===== src/rtl/booth_pkg.sv =====
`default_nettype none
// +----------------------------------------------------------------------+
// | booth_pkg : shared types for the radix-4 Booth multiplier              |
// | Revision  : 1.0                                                        |
// +----------------------------------------------------------------------+
package booth_pkg;

  typedef enum logic [2:0] {
    IDLE   = 3'd0,
    LOAD_M = 3'd1,
    LOAD_Q = 3'd2,
    RUN    = 3'd3,
    OUT_HI = 3'd4,
    OUT_LO = 3'd5
  } state_t;

  typedef enum logic [2:0] {
    ZERO = 3'd0,
    PM   = 3'd1,
    P2M  = 3'd2,
    NM   = 3'd3,
    N2M  = 3'd4
  } op_t;

endpackage
`default_nettype wire


===== src/rtl/booth_r4_recoder.sv =====
`default_nettype none
// +----------------------------------------------------------------------+
// | booth_r4_recoder : maps a 3-bit multiplier window to a Booth digit     |
// | Revision         : 1.0                                                 |
// +----------------------------------------------------------------------+
module booth_r4_recoder
  import booth_pkg::*;
(
  input  logic [2:0] i_window,
  output op_t        o_op
);

  always_comb begin
    o_op = ZERO;
    case (i_window)
      3'b001, 3'b010: o_op = PM;
      3'b011:         o_op = P2M;
      3'b100:         o_op = N2M;
      3'b101, 3'b110: o_op = NM;
      default:        o_op = ZERO;
    endcase
  end

endmodule
`default_nettype wire


===== src/rtl/booth_r4_mult.sv =====
`default_nettype none
// +----------------------------------------------------------------------+
// | booth_r4_mult : sequential radix-4 Booth multiplier, serial in/out     |
// | Option        : BOOTH_UNSIGNED_EN adds the uns port (unsigned mode)    |
// | Revision      : 1.0                                                    |
// +----------------------------------------------------------------------+
module booth_r4_mult
  import booth_pkg::*;
#(
  parameter int WIDTH = 8
) (
  input  logic             clk,
  input  logic             reset,
  input  logic             start,
`ifdef BOOTH_UNSIGNED_EN
  input  logic             uns,
`endif
  input  logic [WIDTH-1:0] inbus,
  output logic [WIDTH-1:0] outbus,
  output logic             out_valid,
  output logic             final_beat,
  output logic             busy
);

  localparam int c_aw = WIDTH + 2;
`ifdef BOOTH_UNSIGNED_EN
  // Two spare multiplier bits let an unsigned operand be zero-extended.
  localparam int c_qw = WIDTH + 2;
`else
  localparam int c_qw = WIDTH;
`endif
  localparam int              c_cw   = $clog2(WIDTH / 2 + 2);
  localparam logic [c_cw-1:0] c_iter = c_cw'(WIDTH / 2);
  localparam logic [c_cw-1:0] c_one  = c_cw'(1);

  state_t              r_state;
  logic                r_start_d;
  logic [c_aw-1:0]     r_m;
  logic [c_aw-1:0]     r_a;
  logic [c_qw-1:0]     r_q;
  logic                r_qm1;
  logic [c_cw-1:0]     r_cnt;
`ifdef BOOTH_UNSIGNED_EN
  logic                r_uns;
`endif

  op_t                    w_op;
  logic [c_aw-1:0]        w_addend;
  logic [c_aw-1:0]        w_sum;
  logic signed [c_aw+c_qw:0] w_cat;
  logic signed [c_aw+c_qw:0] w_shift;
  logic [2*WIDTH-1:0]     w_prod;

  booth_r4_recoder u_recoder (
    .i_window ({r_q[1], r_q[0], r_qm1}),
    .o_op     (w_op)
  );

  always_comb begin
    w_addend = '0;
    case (w_op)
      PM:      w_addend = r_m;
      P2M:     w_addend = r_m << 1;
      NM:      w_addend = -r_m;
      N2M:     w_addend = -(r_m << 1);
      default: w_addend = '0;
    endcase
  end

  assign w_sum   = r_a + w_addend;
  assign w_cat   = {w_sum, r_q, r_qm1};
  assign w_shift = w_cat >>> 2;

`ifdef BOOTH_UNSIGNED_EN
  // Signed runs stop two bits short, leaving the sign-extension pair in r_q[1:0].
  assign w_prod = r_uns ? {r_a[WIDTH-3:0], r_q} : {r_a[WIDTH-1:0], r_q[c_qw-1:2]};
`else
  assign w_prod = {r_a[WIDTH-1:0], r_q};
`endif

  always_ff @(posedge clk or negedge reset) begin
    if (!reset) begin
      r_state   <= IDLE;
      r_start_d <= 1'b0;
      r_m       <= '0;
      r_a       <= '0;
      r_q       <= '0;
      r_qm1     <= 1'b0;
      r_cnt     <= '0;
`ifdef BOOTH_UNSIGNED_EN
      r_uns     <= 1'b0;
`endif
    end else begin
      r_start_d <= start;
      case (r_state)
        IDLE: begin
          if (start && !r_start_d) r_state <= LOAD_M;
        end
        LOAD_M: begin
`ifdef BOOTH_UNSIGNED_EN
          r_uns <= uns;
          r_m   <= uns ? {2'b00, inbus} : {{2{inbus[WIDTH-1]}}, inbus};
`else
          r_m   <= {{2{inbus[WIDTH-1]}}, inbus};
`endif
          r_state <= LOAD_Q;
        end
        LOAD_Q: begin
`ifdef BOOTH_UNSIGNED_EN
          r_q   <= r_uns ? {2'b00, inbus} : {{2{inbus[WIDTH-1]}}, inbus};
          r_cnt <= r_uns ? c_iter + c_one : c_iter;
`else
          r_q   <= inbus;
          r_cnt <= c_iter;
`endif
          r_a     <= '0;
          r_qm1   <= 1'b0;
          r_state <= RUN;
        end
        RUN: begin
          r_a   <= w_shift[c_aw+c_qw:c_qw+1];
          r_q   <= w_shift[c_qw:1];
          r_qm1 <= w_shift[0];
          r_cnt <= r_cnt - c_one;
          if (r_cnt == c_one) r_state <= OUT_HI;
        end
        OUT_HI:  r_state <= OUT_LO;
        OUT_LO:  r_state <= IDLE;
        default: r_state <= IDLE;
      endcase
    end
  end

  always_comb begin
    outbus = '0;
    case (r_state)
      OUT_HI:  outbus = w_prod[2*WIDTH-1:WIDTH];
      OUT_LO:  outbus = w_prod[WIDTH-1:0];
      default: outbus = '0;
    endcase
  end

  assign busy       = (r_state != IDLE);
  assign out_valid  = (r_state == OUT_HI) || (r_state == OUT_LO);
  assign final_beat = (r_state == OUT_LO);

endmodule
`default_nettype wire


===== config.mk =====
export PLATFORM = sky130hd
export DESIGN_NAME = booth_r4_mult
export DESIGN_NICKNAME = d
export VERILOG_FILES = /design/src/rtl/booth_pkg.sv /design/src/rtl/booth_r4_recoder.sv /design/src/rtl/booth_r4_mult.sv
export SDC_FILE = /design/constraint.sdc
export NUM_CORES = 1
export LEC_CHECK = 0
export CELL_PAD_IN_SITES_DETAIL_PLACEMENT = 1
export CELL_PAD_IN_SITES_GLOBAL_PLACEMENT = 1
export CORE_ASPECT_RATIO = 1.75
export CORE_MARGIN = 8
export CORE_UTILIZATION = 30
export CTS_CLUSTER_SIZE = 30
export DETAILED_ROUTE_END_ITERATION = 7
export DONT_BUFFER_PORTS = 1
export PLACE_DENSITY = 0.56
export SETUP_SLACK_MARGIN = 0.05
export SYNTH_ARGS = -nofsm -noshare
export SYNTH_HDL_FRONTEND = slang
export SYNTH_SLANG_ARGS = --single-unit

===== constraint.sdc =====
create_clock -name clk -period 2.9 [get_ports clk]
set_input_delay 0.58 -clock clk [delete_from_list [all_inputs] [get_ports clk]]
set_output_delay 0.58 -clock clk [all_outputs]
set_load 0.01 [all_outputs]

### Word-level counts from Yosys, hierarchy flattened

Index checks and enable logic that the tools add are counted.

| cells by class | value |
|---|---|
| $add $sub $neg | 4 |
| equal/unequal tests | 18 |
| mux-type cells | 10 |
| reductions and logical operators | 9 |

Operators by type and width:

| operator | number |
|---|---|
| $pmux 10 s4 | 1 |
| $pmux 8 s2 | 2 |
| $neg 10->10 | 2 |
| $pmux 10 s2 | 1 |
| $eq 3x2->1 const B | 6 |
| $eq 3x3->1 const B | 6 |
| $pmux 3 s5 | 1 |
| $eq 3x1->1 const B | 4 |
| $pmux 3 s4 | 1 |
| $add 10x10->10 | 1 |
| $mux 3 | 2 |
| $pmux 3 s2 | 1 |
| $ne 2x2->1 const B | 2 |
| $reduce_or 2->1 | 2 |
| $logic_not 3->1 | 1 |
| $reduce_bool 3->1 | 1 |
| $sub 3x1->3 const B | 1 |
| $pmux 1 s2 | 1 |
| $reduce_and 2->1 | 1 |
| $reduce_bool 2->1 | 1 |
| $logic_and 1x1->1 | 1 |
| $logic_not 1->1 | 1 |
| $logic_or 1x1->1 | 1 |

| storage, ports and cells | value |
|---|---|
| register bits after elaboration | 34 |
| bits of input ports | 11 |
| output and inout port bits | 11 |
| logic and storage cells | 48 |

### Longest topological paths before layout

Gate-level depths: netlist (run 1).

| logic depth | value |
|---|---|
| depth in word-level cells | 7 |
| gate-level depth with buffers | 16 |
| mapped depth without buffers | 16 |

### Cells and area by module

From an unflattened synthesis (run 1), not the netlist that was laid out.

| unflattened totals | value |
|---|---|
| cell total of the unflattened synthesis | 271 |
| area, all modules | 2287.2 µm² |

Modules (own cells, without submodules):

| module | instances | cells an instance | area each (µm²) | sequential area each (µm²) |
|---|---|---|---|---|
| booth_r4_mult | 1 | 267 | 2253.4 | 800.8 |
| booth_r4_recoder | 1 | 4 | 33.8 | 0.0 |

### Least setup slack after synthesis (run 1)

Ideal clock, no wire load.

| timing | value |
|---|---|
| path kind | flip-flop to flip-flop |
| from | register r_m[5] |
| to | register r_a[8] |
| library setup time | 0.126 ns |
| data arrival time | 2.960 ns |
| required time | 2.774 ns |
| setup slack | -0.186 ns |
| stages on the path, launching flop included | 13 |
| buffers on the path | 0 |
| clock period less this slack | 3.086 ns |
| cell sequence | dfrtp_1 or4_4 o21ai_1 a21oi_1 mux4_2 ha_1 a21oi_1 nand2_1 a31oi_1 o21ai_0 xor2_1 nor2_1 a221o_1 |

| between the ends | value |
|---|---|
| word-level cells in the longest chain between the ends | 4 |
| elaborated cells between the ends (all ways) | 5 |
| those cells by class | add/sub: 3; mux: 2 |

Ends and longest elaborated chain:

| element | line | text |
|---|---|---|
| from (decl) | booth_r4_mult.sv:38 | `logic [c_aw-1:0] r_m;` |
| from (signal assigned) | booth_r4_mult.sv:104 | `r_m <= {{2{inbus[WIDTH-1]}}, inbus};` |
| $neg 10->10, on equally long branches | booth_r4_mult.sv:64, booth_r4_mult.sv:65 |  |
| $pmux 10 s4 (*) | booth_r4_mult.sv:61 | `case (w_op)` |
| $add 10x10->10 (*) | booth_r4_mult.sv:70 | `assign w_sum = r_a + w_addend;` |
| $pmux 10 s2 (*) | booth_r4_mult.sv:95 | `case (r_state)` |
| to (signal assigned) | booth_r4_mult.sv:121 | `r_a <= w_shift[c_aw+c_qw:c_qw+1];` |
| to (decl) | booth_r4_mult.sv:39 | `logic [c_aw-1:0] r_a;` |

Every way passes the cells marked *; elsewhere a longest branch is shown, timed or not.
A chain may end at the register's enable or synchronous reset.

### Worst setup path after layout (run 1)

Same ends and word-level chain as after synthesis.

==> out/results.md, run 1 <==
| Result | Value |
|---|---|
| GRT overflow | 0 |
| Avg Cell Area, Syn | 8.61 sq um |
| CP Capture Type | register |
| Initial DRT Pass Iterations | 4 |
| Total standard cell area after synthesis | 2420 sq um |
| Cell variety after synth | 45 |
| Reg2Reg Capture Point | r_a[8] |
| Headroom to the max-slew limit | 0.411 |
| Share of the clock period used by the worst path after layout | 1.05 |
| Worst setup path start | r_m[5] |
| Die outline height | 135 um |
| Violated checks | setup timing |
| Share of power burned in combinational logic | 0.690 |
| Tightest Pin Transition | 0.884 ns |
| P_int | 2.91 mW |
| Ratio of routed vias to standard cells | 5.22 |
| Max Clock Freq | 0.328 GHz |
| Worst Reg-to-Reg Cells | 12 |
| PnR worst setup slack | -0.147 ns |
| Placeable core area | 7860 sq um |
| Fraction of power spent switching nets | 0.433 |
| Final core area utilization | 0.408 |
| Diode count | 0 |
| Final GP Congestion | 0.801 |
| Clock sink count | 32 |
| Floorplan die width | 83.9 um |
| Slew Limit Fails | 0 |
| Crit Path Category | register to register |
| Async set or reset register ratio after synthesis | 1.00 |
| Fill count | 923 |
| Cell at the root of the clock tree | sky130_fd_sc_hd__clkbuf_16 |
| Critical Path RT | 3.06 ns |
| I/O pin cnt | 22 |
| Worst hold-check path type | input pin to asynchronous set/reset pin |
| Total via count after detailed routing | 2206 |
| Clock tree from TritonCTS | done |
| Final clock skew | 0.00600 ns |
| Count of buffers inserted at the top-level ports | 0 |
| Worst-Skew Late Latency | 0.28 ns |
| Deepest clock path buffer count | 2 |
| Share of synthesized area occupied by flip-flops and latches | 0.331 |
| Number of enable-type register cells in the synthesized netlist | 0 |
| Most used DFF post-synth | sky130_fd_sc_hd__dfrtp_1 |
| Largest net degree at the start of global routing | 33 |
| Effective utilization at floorplan | 0.308 |
| Level count of the clock H-tree | 2 |
| Part of the total power dissipated in sequential elements | 0.191 |
| Result of the run | finished with violations |
| Fin nets | 356 |
| Area of the die | 11300 sq um |
| Top fanout value on the critical path | 4 |
| Worst-case register-to-register setup slack | -0.15 ns |
| Antenna violations before repair | 0 |
| Clock slew seen by the registers of the worst setup and hold paths | 0.06 ns |
| Via count of the first global-routing pass | 2441 |
| RR Startpoint | r_m[5] |
| Final number of hold-violating endpoints | 0 |
| Wirelength, routed | 7780 um |
| Shortest clock period the worst path allows after layout | 3.05 ns |
| Maximum ir drop on the vdd rail | 0.584 mV |
| Max Cap Viol | 0 |
| Net count of the mapped netlist | 305 |
| Final-layout worst hold slack | 0.131 ns |
| Starting DRC count in detailed routing | 59 |
| Antenna Nets Post-Route | 0 |
| RSZ-0062 raised after global routing | true |
| Critical Path Source Type | register |
| Power density over the cells | 1600 nW/um^2 |
| Most common cell after layout, fill and taps aside | sky130_fd_sc_hd__buf_4 |
| First-pass GRT wire length | 12600 um |
| Sw power | 2.22 mW |
| Data arrival time of the worst path | 3.21 ns |
| Setup-violating endpoint count in the final report | 1 |
| Gate Count Post-Synth | 281 |
| Gr usage total | 0.138 |
| Std cell rows | 43 |
| Clock group share of total power | 0.119 |
| Post-synthesis register bit count | 32 |
| Num CTS Buffers | 5 |
| Yosys Warn Count | 0 |
| Summed area of non-filler cells in the final layout | 3210 sq um |
| Post-DP Area | 2820 sq um |
| Average wire length per cell after detail routing | 18.4 um |
| Leakage power of the design | 1.47 nW |
| Layout area overhead | 32.5% |
| Proportion of layout cells with a drive suffix above 1 | 0.327 |
| Commonest cells after routing, fill and taps aside | sky130_fd_sc_hd__buf_4, sky130_fd_sc_hd__nand2_1, sky130_fd_sc_hd__dfrtp_1 |
| DRC violations left | 0 |
| Post-DP HPWL | 6010 um |
-- power groups by stage --
stage	clock network, mW	registers, mW	logic (mW)
final	0.609	0.982	3.54
after detailed placement	0	0.997	3.02
after CTS	0.620	0.994	3.17
after floorplan	0	0.814	2.04
after global placement	0	0.993	2.97
after global routing	0.640	1.02	3.90
-- cell type report --
cell class / instances / area, sq um / area share
Timing Repair Buffer: 62 / 478 / 0.149
Inverter: 13 / 48.8 / 0.0152
Tap cell: 90 / 113 / 0.0351
Clock inverter: 3 / 42.5 / 0.0133
Clock buffer: 5 / 125 / 0.0390
Sequential cell: 32 / 802 / 0.250
Multi-Input combinational cell: 218 / 1600 / 0.498
-- cells by family (layout without fill, tap and decap cells) --
| group | Yosys count | after routing | share of synthesized area |
|---|---|---|---|
| AOI/OAI and AO/OA | 68 | 68 | 0.166 |
| xor gates and xnor gates | 16 | 16 | 0.0579 |
| adders and majority gates | 13 | 13 | 0.0703 |
| buffers and inverters | 31 | 83 | 0.0682 |
| DFF | 32 | 32 | 0.331 |
| muxes | 24 | 24 | 0.108 |
| and+or+nand+nor | 97 | 97 | 0.198 |
-- through the flow --
| stage | power [mW] | instances | worst slack, ns | setup TNS [ns] |
|---|---|---|---|---|
| 2_1_floorplan | 2.86 | 281 | -0.0919 | -0.0919 |
| 3_3_place_gp | 3.97 | 404 | -0.194 | -0.215 |
| 3_5_place_dp | 4.02 | 404 | -0.251 | -0.356 |
| 4_1_cts | 4.79 | 416 | -0.181 | -0.225 |
| 5_1_grt | 5.56 | 423 | -0.267 | -0.498 |
| 6_report | 5.13 | 423 | -0.147 | -0.147 |
-- routing by layer --
layer / GRT usage / vias up / part of all wire
met3: 0.0181 / 11 / 0.015
met1: 0.133 / 1099 / 0.38
met2: 0.270 / 20 / 0.57
met4: 0.0801 / 0 / 0.035
li1: - / 1076 / -
met5: 0 / - / 0
-- state kept, by name, summed over array words and instances, names as in the netlist --
signal	cells
r_state	3
r_a	8
r_cnt	3
r_qm1	1
r_m	8
r_q	8
r_start_d	1
-- worst max-delay path, stage by stage (launching register included) --
cell,delay [ns]
sky130_fd_sc_hd__dfrtp_1,0.38
sky130_fd_sc_hd__or4_4,0.55
sky130_fd_sc_hd__o21ai_2,0.16
sky130_fd_sc_hd__nor2_1,0.07
sky130_fd_sc_hd__mux4_2,0.53
sky130_fd_sc_hd__ha_4,0.26
sky130_fd_sc_hd__a21oi_2,0.11
sky130_fd_sc_hd__nand2_1,0.07
sky130_fd_sc_hd__a31oi_2,0.18
sky130_fd_sc_hd__o21ai_1,0.09
sky130_fd_sc_hd__xor2_1,0.20
sky130_fd_sc_hd__nor2_1,0.07
sky130_fd_sc_hd__a221o_1,0.26
-- repair_timing --
action	4_1_cts	5_1_grt
buffers inserted	3	7
resized for setup	8	22
hold buffers	1	0
pin swaps	9	13
endpoints found under the hold margin	32	0
endpoints found under the setup margin	4	5
-- cell usage after synthesis (7+ instances only) --
cell	number	area, sq um
sky130_fd_sc_hd__xnor2_1	7	61.3
sky130_fd_sc_hd__clkbuf_1	10	37.5
sky130_fd_sc_hd__inv_1	12	45.0
sky130_fd_sc_hd__nor2b_1	7	43.8
sky130_fd_sc_hd__nand2_1	35	131
sky130_fd_sc_hd__o21ai_0	27	135
sky130_fd_sc_hd__xor2_1	9	78.8
sky130_fd_sc_hd__dfrtp_1	32	801
sky130_fd_sc_hd__mux2i_1	16	160
sky130_fd_sc_hd__nor2_1	28	105
sky130_fd_sc_hd__ha_1	12	150
sky130_fd_sc_hd__mux2_2	7	78.8
sky130_fd_sc_hd__a21oi_1	15	75.1
-- how the worst max path moves through the flow --
stage / end / depth (start not counted) / slack [ns]
floorplan: r_a[8] / 12 / -0.09
global placement: r_a[8] / 15 / -0.19
detailed placement: r_a[8] / 15 / -0.25
CTS: r_a[8] / 12 / -0.18
global route: r_a[8] / 12 / -0.27
finish: r_a[8] / 12 / -0.15
Note: power is estimated with default switching activity, not from simulation.
==> inputs of run 2 (changes only) <==
--- a/config.mk
+++ b/config.mk
@@ -14,6 +14,7 @@
 export DETAILED_ROUTE_END_ITERATION = 7
 export DONT_BUFFER_PORTS = 1
 export PLACE_DENSITY = 0.56
+export REMOVE_ABC_BUFFERS = 1
 export SETUP_SLACK_MARGIN = 0.05
 export SYNTH_ARGS = -nofsm -noshare
 export SYNTH_HDL_FRONTEND = slang
==> out/results.md, run 2 (synthesized netlist as in run 1, its figures left out) <==
| Result | Value |
|---|---|
| Sum Neg Setup Slack | -0.129 ns |
| Wirelength, routed | 7700 um |
| Clock slew seen by the registers of the worst setup and hold paths | 0.06 ns |
| Fin nets | 353 |
| Final clock skew | 0.00498 ns |
| Effective utilization at floorplan | 0.308 |
| Crit Path Category | register to register |
| GRT overflow | 0 |
| RR Startpoint | r_m[0] |
| I/O pin cnt | 22 |
| Post-DP Area | 2790 sq um |
| Final number of hold-violating endpoints | 0 |
| Via count of the first global-routing pass | 2404 |
| Die outline height | 135 um |
| Result of the run | finished with violations |
| Commonest cells after routing, fill and taps aside | sky130_fd_sc_hd__buf_4, sky130_fd_sc_hd__nand2_1, sky130_fd_sc_hd__dfrtp_1 |
| Top fanout value on the critical path | 3 |
| First-pass GRT wire length | 12300 um |
| Initial DRT Pass Iterations | 5 |
| Worst-Skew Late Latency | 0.29 ns |
| Largest net degree at the start of global routing | 33 |
| Total via count after detailed routing | 2173 |
| Floorplan die width | 83.9 um |
| Leading registers by flop count | r_a (8), r_m (8), r_q (8) |
| Clock sink count | 32 |
| CP Capture Type | register |
| Post-DP HPWL | 5960 um |
| Critical path endpoint | r_a[8] |
| Starting DRC count in detailed routing | 59 |
| Cell Count Post-Placement | 403 |
| Deepest clock path buffer count | 2 |
| Worst setup path start | r_m[0] |
| Data arrival time of the worst path | 3.19 ns |
| RSZ-0062 raised after global routing | true |
| Tightest Pin Transition | 0.863 ns |
| Share of the clock period used by the worst path after layout | 1.04 |
| Slew Limit Fails | 0 |
| Std cell rows | 43 |
| Worst-case register-to-register setup slack | -0.12 ns |
| Ratio of routed vias to standard cells | 5.17 |
| Critical Path Source Type | register |
| Max Clock Freq | 0.331 GHz |
| Final cell count without fillers | 420 |
| Summed area of non-filler cells in the final layout | 3200 sq um |
| Antenna violations before repair | 0 |
| Critical Path RT | 3.07 ns |
| Setup-violating endpoint count in the final report | 2 |
| Average wire length per cell after detail routing | 18.3 um |
| Violated checks | setup timing |
| Shortest clock period the worst path allows after layout | 3.02 ns |
| Area of the die | 11300 sq um |
| Placeable core area | 7860 sq um |
| Final GP Congestion | 0.819 |
| Diode count | 0 |
| DRC violations left | 0 |
| Worst hold-check path type | input pin to asynchronous set/reset pin |
| Count of buffers inserted at the top-level ports | 0 |
| Headroom to the max-slew limit | 0.425 |
| Level count of the clock H-tree | 2 |
| Antenna Nets Post-Route | 0 |
| PnR worst setup slack | -0.120 ns |
| Layout area overhead | 32.4% |
| Proportion of layout cells with a drive suffix above 1 | 0.333 |
| Reg2Reg Capture Point | r_a[8] |
| Most common cell after layout, fill and taps aside | sky130_fd_sc_hd__buf_4 |
| Clock tree from TritonCTS | done |
| Final-layout worst hold slack | 0.120 ns |
| Num CTS Buffers | 5 |
| Cell at the root of the clock tree | sky130_fd_sc_hd__clkbuf_16 |
| Worst Reg-to-Reg Cells | 16 |
| Gr usage total | 0.139 |
| Max Cap Viol | 0 |
[run 2: changes by cell type in the layout (fill, tap and decap cells not counted), sizes merged]
cell | before | now
bufinv | 1 | 0
clkinv | 1 | 2
clkbuf | 5 | 6
buf | 62 | 59
clkinvlp | 1 | 0
[run 2: worst min-delay path by stage]
| stage | startpoint | endpoint | slack, ns | cells after the start |
|---|---|---|---|---|
| global route | reset | r_q[3] | 0.13 | 1 |
| finish | reset | r_q[2] | 0.12 | 1 |
| floorplan | reset | r_a[0] | 0.28 | 0 |
| detailed placement | reset | r_q[2] | 0.29 | 0 |
| global placement | reset | r_q[4] | 0.29 | 0 |
| CTS | reset | r_q[2] | 0.12 | 1 |
[run 2: what timing repair did]
action,CTS,global route
pin swaps,10,13
resized for setup,22,18
buffers inserted,2,6
hold endpoints to repair,32,0
setup endpoints to repair,4,6
hold buffers,1,0
[run 2: cell type report]
cell class	count	area, sq um
clock buffers	6	139
clock inverters	2	10.0
fillers	923	4650
inverters	13	48.8
multi-input cells	218	1620
flip-flops and latches	32	802
well taps	90	113
repair buffers	59	467
[run 2: critical path: stages, from the launching register on]
cell                      delay [ns]
sky130_fd_sc_hd__dfrtp_1        0.39
sky130_fd_sc_hd__buf_6          0.13
sky130_fd_sc_hd__nor3_4         0.18
sky130_fd_sc_hd__buf_6          0.14
sky130_fd_sc_hd__xnor2_4        0.07
sky130_fd_sc_hd__o21ai_1        0.16
sky130_fd_sc_hd__nor2_1         0.06
sky130_fd_sc_hd__a31oi_1        0.18
sky130_fd_sc_hd__a21oi_2        0.09
sky130_fd_sc_hd__ha_1           0.36
sky130_fd_sc_hd__nand3_1        0.11
sky130_fd_sc_hd__o22ai_2        0.22
sky130_fd_sc_hd__a31oi_2        0.14
sky130_fd_sc_hd__o21ai_1        0.16
sky130_fd_sc_hd__xor2_1         0.20
sky130_fd_sc_hd__nor2_1         0.07
sky130_fd_sc_hd__a221o_1        0.25
[run 2: per-stage QoR]
| stage | worst slack (ns) | utilization |
|---|---|---|
| 3_5_place_dp | -0.301 | 0.355 |
| 4_1_cts | -0.112 | 0.392 |
| 5_1_grt | -0.279 | 0.408 |
| 3_3_place_gp | -0.249 | 0.355 |
| 2_1_floorplan | -0.205 | - |
| 6_report | -0.120 | 0.408 |
[run 2: metal layers]
layer | GRT usage | up-vias | part of all wire
met3 | 0.0235 | 14 | 0.026
li1 | - | 1070 | -
met2 | 0.274 | 30 | 0.58
met1 | 0.127 | 1059 | 0.36
met4 | 0.0811 | 0 | 0.035
met5 | 0 | - | 0
Power of run 2 is not shown: default switching activity piles up to over one toggle a cycle in this logic, so the estimate is an artifact.
